$ cat config.mk
export PLATFORM = sky130hd
export DESIGN_NAME = l1_l2_arbiter_flat
export DESIGN_NICKNAME = d
export VERILOG_FILES = /design/src/rtl/l1_l2_arbiter_if.sv /design/src/rtl/l1_l2_arbiter.sv /design/src/flat_wrapper.sv
export SDC_FILE = /design/constraint.sdc
export NUM_CORES = 1
export LEC_CHECK = 0
export ABC_AREA = 1
export BUFFER_PORTS_ARGS = -buffer_cell sky130_fd_sc_hd__buf_2
export CORE_AREA = 2 2 656 658
export DETAILED_ROUTE_END_ITERATION = 8
export DIE_AREA = 0 0 658 660
export PLACE_DENSITY_LB_ADDON = 0.25
export RECOVER_POWER = 25
export SLEW_MARGIN = 25
export SYNTH_ARGS = -nofsm -noshare
export SYNTH_HDL_FRONTEND = slang
export SYNTH_SLANG_ARGS = --single-unit
$ cat constraint.sdc
create_clock -name clk -period 1.27 [get_ports clk]
set_input_delay 0.254 -clock clk [delete_from_list [all_inputs] [get_ports clk]]
set_output_delay 0.254 -clock clk [all_outputs]
set_load 0.1 [all_outputs]
$ cat src/rtl/l1_l2_arbiter_if.sv
// Bus bundle between the L1 requestors, the L1-to-L2 arbiter and the shared L2 request port.
// Channel c of every flattened *_ch bus occupies bits [c*W +: W].
interface l1_l2_arbiter_if #(
    parameter int unsigned NUM_CH  = 2,
    parameter int unsigned TAG_W   = 18,
    parameter int unsigned INDEX_W = 8,
    parameter int unsigned DATA_W  = 512
);

    // L1 side, one slot per channel
    logic [NUM_CH-1:0]         read_L1_L2_ch;
    logic [NUM_CH-1:0]         write_L1_L2_ch;
    logic [NUM_CH*TAG_W-1:0]   tag_L1_L2_ch;
    logic [NUM_CH*INDEX_W-1:0] index_L1_L2_ch;
    logic [NUM_CH*TAG_W-1:0]   write_tag_L1_L2_ch;
    logic [NUM_CH*INDEX_W-1:0] write_index_L1_L2_ch;
    logic [NUM_CH*DATA_W-1:0]  write_data_L1_L2_ch;
    logic [NUM_CH-1:0]         ready_L2_L1_ch;

    // Shared L2 side
    logic                      read_L1_L2;
    logic                      write_L1_L2;
    logic [TAG_W-1:0]          tag_L1_L2;
    logic [INDEX_W-1:0]        index_L1_L2;
    logic [TAG_W-1:0]          write_tag_L1_L2;
    logic [INDEX_W-1:0]        write_index_L1_L2;
    logic [DATA_W-1:0]         write_data_L1_L2;
    logic                      ready_L2_L1;

    // Arbiter view: consumes L1 requests, masters the L2 port
    modport master (
        input  read_L1_L2_ch,
        input  write_L1_L2_ch,
        input  tag_L1_L2_ch,
        input  index_L1_L2_ch,
        input  write_tag_L1_L2_ch,
        input  write_index_L1_L2_ch,
        input  write_data_L1_L2_ch,
        output ready_L2_L1_ch,
        output read_L1_L2,
        output write_L1_L2,
        output tag_L1_L2,
        output index_L1_L2,
        output write_tag_L1_L2,
        output write_index_L1_L2,
        output write_data_L1_L2,
        input  ready_L2_L1
    );

    // Environment view: L1 requestors plus L2
    modport slave (
        output read_L1_L2_ch,
        output write_L1_L2_ch,
        output tag_L1_L2_ch,
        output index_L1_L2_ch,
        output write_tag_L1_L2_ch,
        output write_index_L1_L2_ch,
        output write_data_L1_L2_ch,
        input  ready_L2_L1_ch,
        input  read_L1_L2,
        input  write_L1_L2,
        input  tag_L1_L2,
        input  index_L1_L2,
        input  write_tag_L1_L2,
        input  write_index_L1_L2,
        input  write_data_L1_L2,
        output ready_L2_L1
    );

endinterface

$ cat src/rtl/l1_l2_arbiter.sv
// N-channel round-robin arbiter from the L1 caches onto the single shared L2 request port.
// Optional ARB_WRITE_PRIORITY_EN: write-back requesters win arbitration over read-only ones.
module l1_l2_arbiter #(
    parameter int unsigned NUM_CH  = 2,
    parameter int unsigned TAG_W   = 18,
    parameter int unsigned INDEX_W = 8,
    parameter int unsigned DATA_W  = 512,
    parameter int unsigned CH_W    = $clog2(NUM_CH)
) (
    input  logic            clk,
    input  logic            nrst,
    l1_l2_arbiter_if.master bus,
    output logic [CH_W-1:0] grant,
    output logic            busy
);

    typedef enum logic [1:0] {
        IDLE = 2'd0,
        BUSY = 2'd1,
        DONE = 2'd2
    } state_t;

    state_t              state, state_d;
    logic [CH_W-1:0]     ptr, ptr_d;
    logic [CH_W-1:0]     grant_d;
    logic                busy_d;

    logic                read_d, write_d;
    logic [TAG_W-1:0]    tag_d, write_tag_d;
    logic [INDEX_W-1:0]  index_d, write_index_d;
    logic [DATA_W-1:0]   write_data_d;

    logic [NUM_CH-1:0]   req;
    logic [NUM_CH-1:0]   cand;
    logic [CH_W-1:0]     sel;
    logic                sel_valid;

    logic [TAG_W-1:0]    tag_arr         [NUM_CH];
    logic [INDEX_W-1:0]  index_arr       [NUM_CH];
    logic [TAG_W-1:0]    write_tag_arr   [NUM_CH];
    logic [INDEX_W-1:0]  write_index_arr [NUM_CH];
    logic [DATA_W-1:0]   write_data_arr  [NUM_CH];

    // (base + off) mod NUM_CH for base, off < NUM_CH; safe for non-power-of-two NUM_CH
    function automatic logic [CH_W-1:0] wrap_add(input logic [CH_W-1:0] base,
                                                 input int unsigned     off);
        int unsigned s;
        s = 32'(base) + off;
        if (s >= NUM_CH) begin
            s = s - NUM_CH;
        end
        return CH_W'(s);
    endfunction

    // Unpack the flattened channel buses
    for (genvar c = 0; c < NUM_CH; c++) begin : g_unpack
        assign tag_arr[c]         = bus.tag_L1_L2_ch[c*TAG_W +: TAG_W];
        assign index_arr[c]       = bus.index_L1_L2_ch[c*INDEX_W +: INDEX_W];
        assign write_tag_arr[c]   = bus.write_tag_L1_L2_ch[c*TAG_W +: TAG_W];
        assign write_index_arr[c] = bus.write_index_L1_L2_ch[c*INDEX_W +: INDEX_W];
        assign write_data_arr[c]  = bus.write_data_L1_L2_ch[c*DATA_W +: DATA_W];
    end

    assign req = bus.read_L1_L2_ch | bus.write_L1_L2_ch;

`ifdef ARB_WRITE_PRIORITY_EN
    // Pending dirty evictions shut read-only channels out of this round
    assign cand = (|bus.write_L1_L2_ch) ? bus.write_L1_L2_ch : req;
`else
    assign cand = req;
`endif

    // First candidate at or above ptr, wrapping
    always_comb begin
        sel       = '0;
        sel_valid = 1'b0;
        for (int unsigned i = 0; i < NUM_CH; i++) begin
            if (!sel_valid && cand[wrap_add(ptr, i)]) begin
                sel       = wrap_add(ptr, i);
                sel_valid = 1'b1;
            end
        end
    end

    // Next-state and next-output logic; everything holds unless changed below
    always_comb begin
        state_d       = state;
        ptr_d         = ptr;
        grant_d       = grant;
        read_d        = bus.read_L1_L2;
        write_d       = bus.write_L1_L2;
        tag_d         = bus.tag_L1_L2;
        index_d       = bus.index_L1_L2;
        write_tag_d   = bus.write_tag_L1_L2;
        write_index_d = bus.write_index_L1_L2;
        write_data_d  = bus.write_data_L1_L2;

        unique case (state)
            IDLE: begin
                if (sel_valid) begin
                    state_d       = BUSY;
                    grant_d       = sel;
                    read_d        = bus.read_L1_L2_ch[sel];
                    write_d       = bus.write_L1_L2_ch[sel];
                    tag_d         = tag_arr[sel];
                    index_d       = index_arr[sel];
                    write_tag_d   = write_tag_arr[sel];
                    write_index_d = write_index_arr[sel];
                    write_data_d  = write_data_arr[sel];
                end
            end
            BUSY: begin
                if (bus.ready_L2_L1) begin
                    state_d = DONE;
                    ptr_d   = wrap_add(grant, 1);
                    read_d  = 1'b0;
                    write_d = 1'b0;
                end
            end
            DONE: begin
                state_d = IDLE;
            end
            default: begin
                state_d = IDLE;
                read_d  = 1'b0;
                write_d = 1'b0;
            end
        endcase

        busy_d = (state_d == BUSY);
    end

    // Completion is forwarded only to the granted channel and only while BUSY
    always_comb begin
        bus.ready_L2_L1_ch = '0;
        if (state == BUSY && bus.ready_L2_L1) begin
            bus.ready_L2_L1_ch[grant] = 1'b1;
        end
    end

    always_ff @(posedge clk or negedge nrst) begin
        if (!nrst) begin
            state                 <= IDLE;
            ptr                   <= '0;
            grant                 <= '0;
            busy                  <= 1'b0;
            bus.read_L1_L2        <= 1'b0;
            bus.write_L1_L2       <= 1'b0;
            bus.tag_L1_L2         <= '0;
            bus.index_L1_L2       <= '0;
            bus.write_tag_L1_L2   <= '0;
            bus.write_index_L1_L2 <= '0;
            bus.write_data_L1_L2  <= '0;
        end else begin
            state                 <= state_d;
            ptr                   <= ptr_d;
            grant                 <= grant_d;
            busy                  <= busy_d;
            bus.read_L1_L2        <= read_d;
            bus.write_L1_L2       <= write_d;
            bus.tag_L1_L2         <= tag_d;
            bus.index_L1_L2       <= index_d;
            bus.write_tag_L1_L2   <= write_tag_d;
            bus.write_index_L1_L2 <= write_index_d;
            bus.write_data_L1_L2  <= write_data_d;
        end
    end

endmodule

$ cat src/flat_wrapper.sv
// flat-port wrapper written by rule: the top's interface ports become plain ports
module l1_l2_arbiter_flat 
#(
    parameter int unsigned NUM_CH  = 2,
    parameter int unsigned TAG_W   = 18,
    parameter int unsigned INDEX_W = 8,
    parameter int unsigned DATA_W  = 512,
    parameter int unsigned CH_W    = $clog2(NUM_CH)
)
  (clk, nrst, grant, busy, bus_read_L1_L2_ch, bus_write_L1_L2_ch, bus_tag_L1_L2_ch, bus_index_L1_L2_ch, bus_write_tag_L1_L2_ch, bus_write_index_L1_L2_ch, bus_write_data_L1_L2_ch, bus_ready_L2_L1_ch, bus_read_L1_L2, bus_write_L1_L2, bus_tag_L1_L2, bus_index_L1_L2, bus_write_tag_L1_L2, bus_write_index_L1_L2, bus_write_data_L1_L2, bus_ready_L2_L1);
  l1_l2_arbiter_if #(.NUM_CH(NUM_CH), .TAG_W(TAG_W), .INDEX_W(INDEX_W), .DATA_W(DATA_W)) bus_i ();
  input  logic clk;
  input  logic nrst;
  output logic [CH_W-1:0] grant;
  output logic busy;
  input wire logic [$bits(bus_i.read_L1_L2_ch)-1:0] bus_read_L1_L2_ch;
  input wire logic [$bits(bus_i.write_L1_L2_ch)-1:0] bus_write_L1_L2_ch;
  input wire logic [$bits(bus_i.tag_L1_L2_ch)-1:0] bus_tag_L1_L2_ch;
  input wire logic [$bits(bus_i.index_L1_L2_ch)-1:0] bus_index_L1_L2_ch;
  input wire logic [$bits(bus_i.write_tag_L1_L2_ch)-1:0] bus_write_tag_L1_L2_ch;
  input wire logic [$bits(bus_i.write_index_L1_L2_ch)-1:0] bus_write_index_L1_L2_ch;
  input wire logic [$bits(bus_i.write_data_L1_L2_ch)-1:0] bus_write_data_L1_L2_ch;
  output wire logic [$bits(bus_i.ready_L2_L1_ch)-1:0] bus_ready_L2_L1_ch;
  output wire logic [$bits(bus_i.read_L1_L2)-1:0] bus_read_L1_L2;
  output wire logic [$bits(bus_i.write_L1_L2)-1:0] bus_write_L1_L2;
  output wire logic [$bits(bus_i.tag_L1_L2)-1:0] bus_tag_L1_L2;
  output wire logic [$bits(bus_i.index_L1_L2)-1:0] bus_index_L1_L2;
  output wire logic [$bits(bus_i.write_tag_L1_L2)-1:0] bus_write_tag_L1_L2;
  output wire logic [$bits(bus_i.write_index_L1_L2)-1:0] bus_write_index_L1_L2;
  output wire logic [$bits(bus_i.write_data_L1_L2)-1:0] bus_write_data_L1_L2;
  input wire logic [$bits(bus_i.ready_L2_L1)-1:0] bus_ready_L2_L1;
  assign bus_i.read_L1_L2_ch = bus_read_L1_L2_ch;
  assign bus_i.write_L1_L2_ch = bus_write_L1_L2_ch;
  assign bus_i.tag_L1_L2_ch = bus_tag_L1_L2_ch;
  assign bus_i.index_L1_L2_ch = bus_index_L1_L2_ch;
  assign bus_i.write_tag_L1_L2_ch = bus_write_tag_L1_L2_ch;
  assign bus_i.write_index_L1_L2_ch = bus_write_index_L1_L2_ch;
  assign bus_i.write_data_L1_L2_ch = bus_write_data_L1_L2_ch;
  assign bus_ready_L2_L1_ch = bus_i.ready_L2_L1_ch;
  assign bus_read_L1_L2 = bus_i.read_L1_L2;
  assign bus_write_L1_L2 = bus_i.write_L1_L2;
  assign bus_tag_L1_L2 = bus_i.tag_L1_L2;
  assign bus_index_L1_L2 = bus_i.index_L1_L2;
  assign bus_write_tag_L1_L2 = bus_i.write_tag_L1_L2;
  assign bus_write_index_L1_L2 = bus_i.write_index_L1_L2;
  assign bus_write_data_L1_L2 = bus_i.write_data_L1_L2;
  assign bus_i.ready_L2_L1 = bus_ready_L2_L1;
  l1_l2_arbiter #(.NUM_CH(NUM_CH), .TAG_W(TAG_W), .INDEX_W(INDEX_W), .DATA_W(DATA_W), .CH_W(CH_W)) u_core (.clk(clk), .nrst(nrst), .bus(bus_i), .grant(grant), .busy(busy));
endmodule
==> impl_metrics.env, run 1 <==
export IMPL_final_core_utilization_pct=18.1
export IMPL_drtIter0Drc=2675
export IMPL_fillers=47900
export IMPL_ant_nets=0
export IMPL_setup_viol=1683
export IMPL_r2r_start="u_core.state[1]"
export IMPL_critPathTopFamily="buffers and inverters"
export IMPL_grt_pass1_vias=43500
export IMPL_cp_slowest_cell="dfrtp_1"
export IMPL_critPathArrivalTime_ns=2.78
export IMPL_grt_overflow=0
export IMPL_timing_final_crit_share_pct=163
export IMPL_start_util_pct=7.37
export IMPL_clockRootBuffer="clkbuf_16"
export IMPL_worst_slew_pin_slew_ns=0.754
export IMPL_cp_start_kind="flip-flop"
export IMPL_dr_pass1_iters=6
export IMPL_hold_start="bus_ready_L2_L1"
export IMPL_synth_edf_count=0
export IMPL_synth_warning_count=0
export IMPL_synth_fp_nets=5440
export IMPL_portBuffers=1704
export IMPL_die_h_um=660
export IMPL_clock_fmax_mhz=484
export IMPL_multiInputGateArea_um2=14800
export IMPL_crit_path_frequent_cell="buf_12"
export IMPL_ir_drop_mv=2.09
export IMPL_relSlewSlack_pct=49.5
export IMPL_yosys_area_top_type="dfrtp_1"
export IMPL_area_growth_pct=145
export IMPL_grt_util_all_layers_pct=15.4
export IMPL_critPathKind="reg2reg"
export IMPL_hpwl_um=293000
export IMPL_wl_per_cell_um=26.5
export IMPL_drive_gt1_share_pct=35.8
export IMPL_rsz0062_at_grt="true"
export IMPL_htreeDepth=3
export IMPL_finClkSkew_ns=0.0247
export IMPL_seq_area_frac_synth_pct=45.4
export IMPL_crit_buf_inv=11
export IMPL_final_area_um2=77200
export IMPL_hold_violations=4
export IMPL_vias=43100
export IMPL_synth_area_um2=31500
export IMPL_violations="hold timing, setup timing"
export IMPL_drv_cap=0
export IMPL_core_um2=427000
export IMPL_hold_buffers=1135
export IMPL_holdPathEnd="u_core.state[1]"
export IMPL_grt_pass1_wl_um=441000
export IMPL_ys_types=17
export IMPL_placementRows=240
export IMPL_avgSynthCellArea_um2=7.31
export IMPL_register_area_um2=14400
export IMPL_synth_seq_cells=571
export IMPL_clk_path_buf_depth=4
export IMPL_finalWorstSetupSlack_ns=-0.794
export IMPL_synth_area_leaders="dfrtp_1, nand2_1, nand3b_1"
export IMPL_min_path_cells=4
export IMPL_nets=8564
export IMPL_r2r_cells=15
export IMPL_die_area_um2=434000
export IMPL_holdCritPathClass="in2reg"
export IMPL_min_period_ns=2.06
export IMPL_viasPerCell=3.24
export IMPL_die_w_um=658
export IMPL_ios=1705
export IMPL_tns_ns=-818.63
export IMPL_numClockSinks=571
export IMPL_crit_chain="inv_2, buf_4, buf_6, nand2_4, a21oi_4, buf_12, clkinv_16, buf_12, buf_16, buf_12, buf_12, buf_12, buf_16, nand2_1, nand2_1"
export IMPL_rrSetupSlack_ns=-0.79
export IMPL_grt_max_degree=56
export IMPL_crit_fanout=6
export IMPL_reg2reg_to="u_core.bus.write_data_L1_L2[19]"
export IMPL_syn_inst=4305
export IMPL_status="finished with violations"
export IMPL_async_flop_share_pct=100
export IMPL_cp_required_ns=1.98
export IMPL_numCtsBuffers=88
export IMPL_pwr_density_cell_nw_per_um2=3160
export IMPL_clock_latency_ns=0.82
export IMPL_cts_tree="built"
export IMPL_drc_errors=0
export IMPL_path_clk_slew_ns=0.06
export IMPL_synth_ff_type="dfrtp_1"
export IMPL_hold_worst_slack_ns=-0.134
export IMPL_gp_congestion=0.902
export IMPL_place_area_um2=57500
export IMPL_antenna_found_initial=358
export IMPL_leakage_nw=37.0
export IMPL_crit_path_end_kind="flip-flop"
export IMPL_drv_slew=0
export IMPL_wl_um=353000
export IMPL_worst_path_largest_cell_delay_ns=0.37
export IMPL_synth_top_area_share_pct=45.4
[report_power, final]
part	internal [mW]	total (mW)	switching (mW)
registers	27.9	39.5	11.6
clock network	15.1	26.0	11.0
logic	64.8	178	113
total	108	244	136
[layer usage]
layer  up-vias  wire length [um]  GRT usage, %
met3       644             24300          4.32
met4       126             12600          4.77
met1     20700            141000          18.1
li1      19800                 -             -
met2      1830            174000          27.1
met5         -               848             0
[kinds of logic (layout without fill, tap and decap cells)]
logic type	after synthesis	count (layout)	share of synthesized area, %
DFF	571	571	45.4
other	0	138	0
buffers and inverters	883	4071	11.6
AOI/OAI and AO/OA	5	5	0.0914
and+or+nand+nor	2846	2846	42.9
[worst max-delay path by stage]
stage                                     start                                to  cells after the start  slack (ns)
after detailed placement  bus_write_L1_L2_ch[1]  u_core.bus.write_data_L1_L2[322]                     10       -0.82
after global placement    bus_write_L1_L2_ch[1]  u_core.bus.write_data_L1_L2[322]                     10       -0.86
after CTS                       u_core.state[1]             bus_ready_L2_L1_ch[1]                      5       -0.88
after global routing            u_core.state[1]  u_core.bus.write_data_L1_L2[112]                     13       -0.87
final                           u_core.state[1]   u_core.bus.write_data_L1_L2[19]                     15       -0.79
after floorplan                    u_core.grant             bus_ready_L2_L1_ch[1]                      2       -0.17
[cells in the mapped netlist (2+ instances only)]
| library cell | n |
|---|---|
| nand3b_1 | 565 |
| nor2_1 | 4 |
| a21oi_1 | 2 |
| dfrtp_1 | 571 |
| nand3_1 | 565 |
| inv_1 | 570 |
| clkbuf_1 | 53 |
| buf_1 | 4 |
| nand2_1 | 1711 |
| buf_2 | 253 |
[flip-flops by register name, summed over array words and instances, names as in the netlist]
register	cells
u_core.bus.write_data_L1_L2	512
u_core.bus.tag_L1_L2	18
u_core.bus.write_tag_L1_L2	18
u_core.bus.index_L1_L2	8
u_core.bus.write_index_L1_L2	8
u_core.state	2
u_core.bus.read_L1_L2	1
u_core.bus.write_L1_L2	1
u_core.busy	1
u_core.grant	1
u_core.ptr	1
[what timing repair did]
action,CTS,global route
hold endpoints to repair,1141,6
gates resized for setup,333,260
setup buffers,147,21
endpoints found under the setup margin,1139,1683
pin swaps,38,114
cloned,50,19
[stage by stage]
step,hold WS [ns],setup WS (ns),total power [mW],cells
2_1_floorplan,-0.0416,-0.168,125,4305
3_3_place_gp,0.0834,-0.862,196,11700
3_5_place_dp,0.0819,-0.816,196,11700
4_1_cts,-0.278,-0.877,243,13200
5_1_grt,-0.205,-0.873,253,13300
6_report,-0.134,-0.794,244,13300
[worst reg2reg max path, delay by kind of cell (launching register included)]
family / cells / cell delay, ns
DFF: 1 / 0.37
and+or+nand+nor: 3 / 0.13
buffers and inverters: 11 / 1.30
AOI/OAI and AO/OA: 1 / 0.15
[layout by cell type, fill, tap and decap left out, types with 29 or more instances in the layout]
cell	n
buf_16	67
nand2_2	156
buf_8	29
nand2_1	1534
buf_12	665
dfrtp_2	48
inv_1	567
nand3_1	463
buf_4	268
dfrtp_1	522
diode_2	138
buf_2	1133
dlygate4sd3_1	1135
nand3b_1	565
nand3_2	88
clkbuf_16	107
[final cells by class]
class | count | share of cell area, %
Inverter | 572 | 2.83
Clock buffer | 123 | 3.27
Sequential cell | 571 | 18.6
Timing Repair Buffer | 3345 | 46.0
Multi-Input combinational cell | 2851 | 19.1
Antenna cell | 138 | 0.448
Clock inverter | 31 | 0.491
Tap cell | 5687 | 9.22
(Power assumes the default switching activity.)
==> inputs of run 2 (changes only) <==
--- a/config.mk
+++ b/config.mk
@@ -6,7 +6,7 @@
 export NUM_CORES = 1
 export LEC_CHECK = 0
 export ABC_AREA = 1
-export BUFFER_PORTS_ARGS = -buffer_cell sky130_fd_sc_hd__buf_2
+export BUFFER_PORTS_ARGS = -buffer_cell sky130_fd_sc_hd__buf_4
 export CORE_AREA = 2 2 656 658
 export DETAILED_ROUTE_END_ITERATION = 8
 export DIE_AREA = 0 0 658 660
==> run 2 against run 1 <==
The flow still finishes with violations (hold timing, setup timing). Worst hold slack gained 0.011 ns. Die area unchanged. First-iteration DRC count grew 9.5%. Final area decreased by 6.7%. Global-route usage is 0.35 points lower. Sequential power decreased by 10%. Critical path type is now reg2out. Critical endpoint is now bus_ready_L2_L1_ch[1]. Highest routed layer unchanged.
==> impl_metrics.env, run 2 (synthesis gave the netlist of run 1 again) <==
export IMPL_ant_nets=0
export IMPL_dp_slack_ns=-0.985
export IMPL_wl_um=352000
export IMPL_die_w_um=658
export IMPL_clock_latency_ns=0.84
export IMPL_place_area_um2=53000
export IMPL_worst_slew_pin_slew_ns=0.954
export IMPL_pwr_share_comb_pct=71.5
export IMPL_final_common_cell="buf_4"
export IMPL_timing_final_crit_share_pct=166
export IMPL_cp_slowest_cell="dfrtp_1"
export IMPL_finClkSkew_ns=0.0652
export IMPL_worst_path_largest_cell_delay_ns=0.37
export IMPL_seqPwrFrac_pct=16.7
export IMPL_gp_congestion=0.887
export IMPL_dr_pass1_iters=6
export IMPL_top_register="u_core.bus.write_data_L1_L2"
export IMPL_critPathTopFamily="flip-flops"
export IMPL_grt_util_all_layers_pct=15.1
export IMPL_p_int_mw=83.3
export IMPL_tns_ns=-696.40
export IMPL_violations="hold timing, setup timing"
export IMPL_crit_buf_inv=3
export IMPL_viasPerCell=3.24
export IMPL_die_h_um=660
export IMPL_finalPower_mw=212
export IMPL_drv_slew=0
export IMPL_p_switching_mw=129
export IMPL_p_sw_share_pct=60.7
export IMPL_numCtsBuffers=87
export IMPL_antenna_found_initial=337
export IMPL_finalWorstSetupSlack_ns=-0.839
export IMPL_ir_drop_mv=2.06
export IMPL_drv_cap=0
export IMPL_clockRootBuffer="clkbuf_16"
export IMPL_cts_tree="built"
export IMPL_hold_violations=6
export IMPL_cp_required_ns=1.02
export IMPL_grt_pass1_vias=42800
export IMPL_drtIter0Drc=2928
export IMPL_nets=8453
export IMPL_die_area_um2=434000
export IMPL_leakage_nw=35.2
export IMPL_reg_top3="u_core.bus.write_data_L1_L2 x512, u_core.bus.tag_L1_L2 x18, u_core.bus.write_tag_L1_L2 x18"
export IMPL_htreeDepth=3
export IMPL_relSlewSlack_pct=36.4
export IMPL_rsz0062_at_grt="true"
export IMPL_numClockSinks=571
export IMPL_clkPwrFrac_pct=11.7
export IMPL_drc_errors=0
export IMPL_final_core_utilization_pct=16.9
export IMPL_portBuffers=1704
export IMPL_start_util_pct=7.37
export IMPL_area_growth_pct=129
export IMPL_placementRows=240
export IMPL_core_um2=427000
export IMPL_holdCritPathClass="in2reg"
export IMPL_largest_reg_flops=512
export IMPL_drive_gt1_share_pct=31.5
export IMPL_crit_path_end_kind="output pin"
export IMPL_hpwl_um=288000
export IMPL_grt_max_degree=68
export IMPL_wl_per_cell_um=26.7
export IMPL_critPathKind="reg2out"
export IMPL_vias=42800
export IMPL_final_area_um2=72000
export IMPL_critPathArrivalTime_ns=1.86
export IMPL_crit_chain="inv_2, buf_6, nand3_4, nor2_4, buf_12"
export IMPL_clock_fmax_mhz=474
export IMPL_cp_start_kind="flip-flop"
export IMPL_status="finished with violations"
export IMPL_pwr_density_cell_nw_per_um2=2950
export IMPL_hold_worst_slack_ns=-0.124
export IMPL_crit_fanout=3
export IMPL_path_clk_slew_ns=0.06
export IMPL_ios=1705
export IMPL_min_period_ns=2.11
export IMPL_setup_viol=1688
export IMPL_clk_path_buf_depth=4
export IMPL_grt_pass1_wl_um=432000
export IMPL_grt_overflow=0
export IMPL_mostFrequentLayoutCells="buf_4, nand2_1, dlygate4sd3_1"
-- run 2: cell count changes in the layout (fill, tap and decap cells not counted), sizes merged, moves of 2 or more --
cell / previous run / this run
buf: 2186 / 2053
clkbuf: 142 / 159
diode: 138 / 121
clkinv: 16 / 20
inv: 575 / 572
dlygate4sd3: 1135 / 1137
-- run 2: cell type report --
type | count | area [um2]
fillers | 48700 | 355000
repair buffers | 3234 | 31400
flip-flops and latches | 571 | 14300
multi-input cells | 2851 | 13900
well taps | 5687 | 7120
clock buffers | 120 | 2420
inverters | 572 | 2180
clock inverters | 30 | 330
diodes | 121 | 303
repair inverters | 1 | 20.0
-- run 2: worst paths after layout --
path / from / to / slack, ns / cells after the start
min in group asynchronous: nrst / u_core.bus.write_data_L1_L2[382] / 0.80 / 3
max in group asynchronous: nrst / u_core.bus.write_data_L1_L2[200] / -0.57 / 5
max reg2reg: u_core.state[0] / u_core.bus.write_index_L1_L2[3] / -0.59 / 11
max: u_core.state[1] / bus_ready_L2_L1_ch[1] / -0.84 / 5
min reg2reg: u_core.bus.tag_L1_L2[8] / u_core.bus.tag_L1_L2[8] / 0.47 / 2
min: bus_ready_L2_L1 / u_core.state[0] / -0.12 / 4
-- run 2: worst reg2reg max path: stages (launching register included) --
cell and delay, ns:
dfrtp_1 0.38, inv_1 0.07, nand2_1 0.08, a21oi_4 0.13, buf_6 0.12, buf_12 0.12, clkinv_16 0.11, buf_4 0.17
buf_12 0.13, buf_12 0.17, nand2_1 0.15, nand2_1 0.06
-- run 2: power groups by stage --
| stage | logic [mW] | registers [mW] | clock network, mW |
|---|---|---|---|
| after floorplan | 26.1 | 98.8 | 0 |
| after global placement | 133 | 34.9 | 0 |
| after detailed placement | 133 | 34.7 | 0 |
| after CTS | 145 | 35.2 | 25.9 |
| after global routing | 158 | 36.5 | 26.3 |
| final | 152 | 35.5 | 24.9 |
-- run 2: routing by layer --
layer | vias to the layer above | share of wire [%] | track usage [%]
met1 | 20500 | 39 | 17.0
met3 | 668 | 8.0 | 5.19
li1 | 19600 | - | -
met2 | 1852 | 49 | 26.6
met5 | - | 0.30 | 0
met4 | 160 | 3.1 | 4.57
-- run 2: timing repair --
| item | in CTS | in global routing |
|---|---|---|
| setup buffers | 41 | 31 |
| hold buffers | 1135 | 2 |
| gates cloned | 30 | 51 |
| pin swaps | 33 | 54 |
| endpoints found under the setup margin | 1139 | 1225 |
| hold endpoints to repair | 1141 | 6 |
| resized for setup | 280 | 208 |
-- run 2: through the flow --
step / hold slack (ns) / cells
4_1_cts: -0.231 / 13000
3_3_place_gp: 0.347 / 11600
6_report: -0.124 / 13200
3_5_place_dp: 0.344 / 11600
5_1_grt: -0.180 / 13100
2_1_floorplan: -0.0416 / 4305
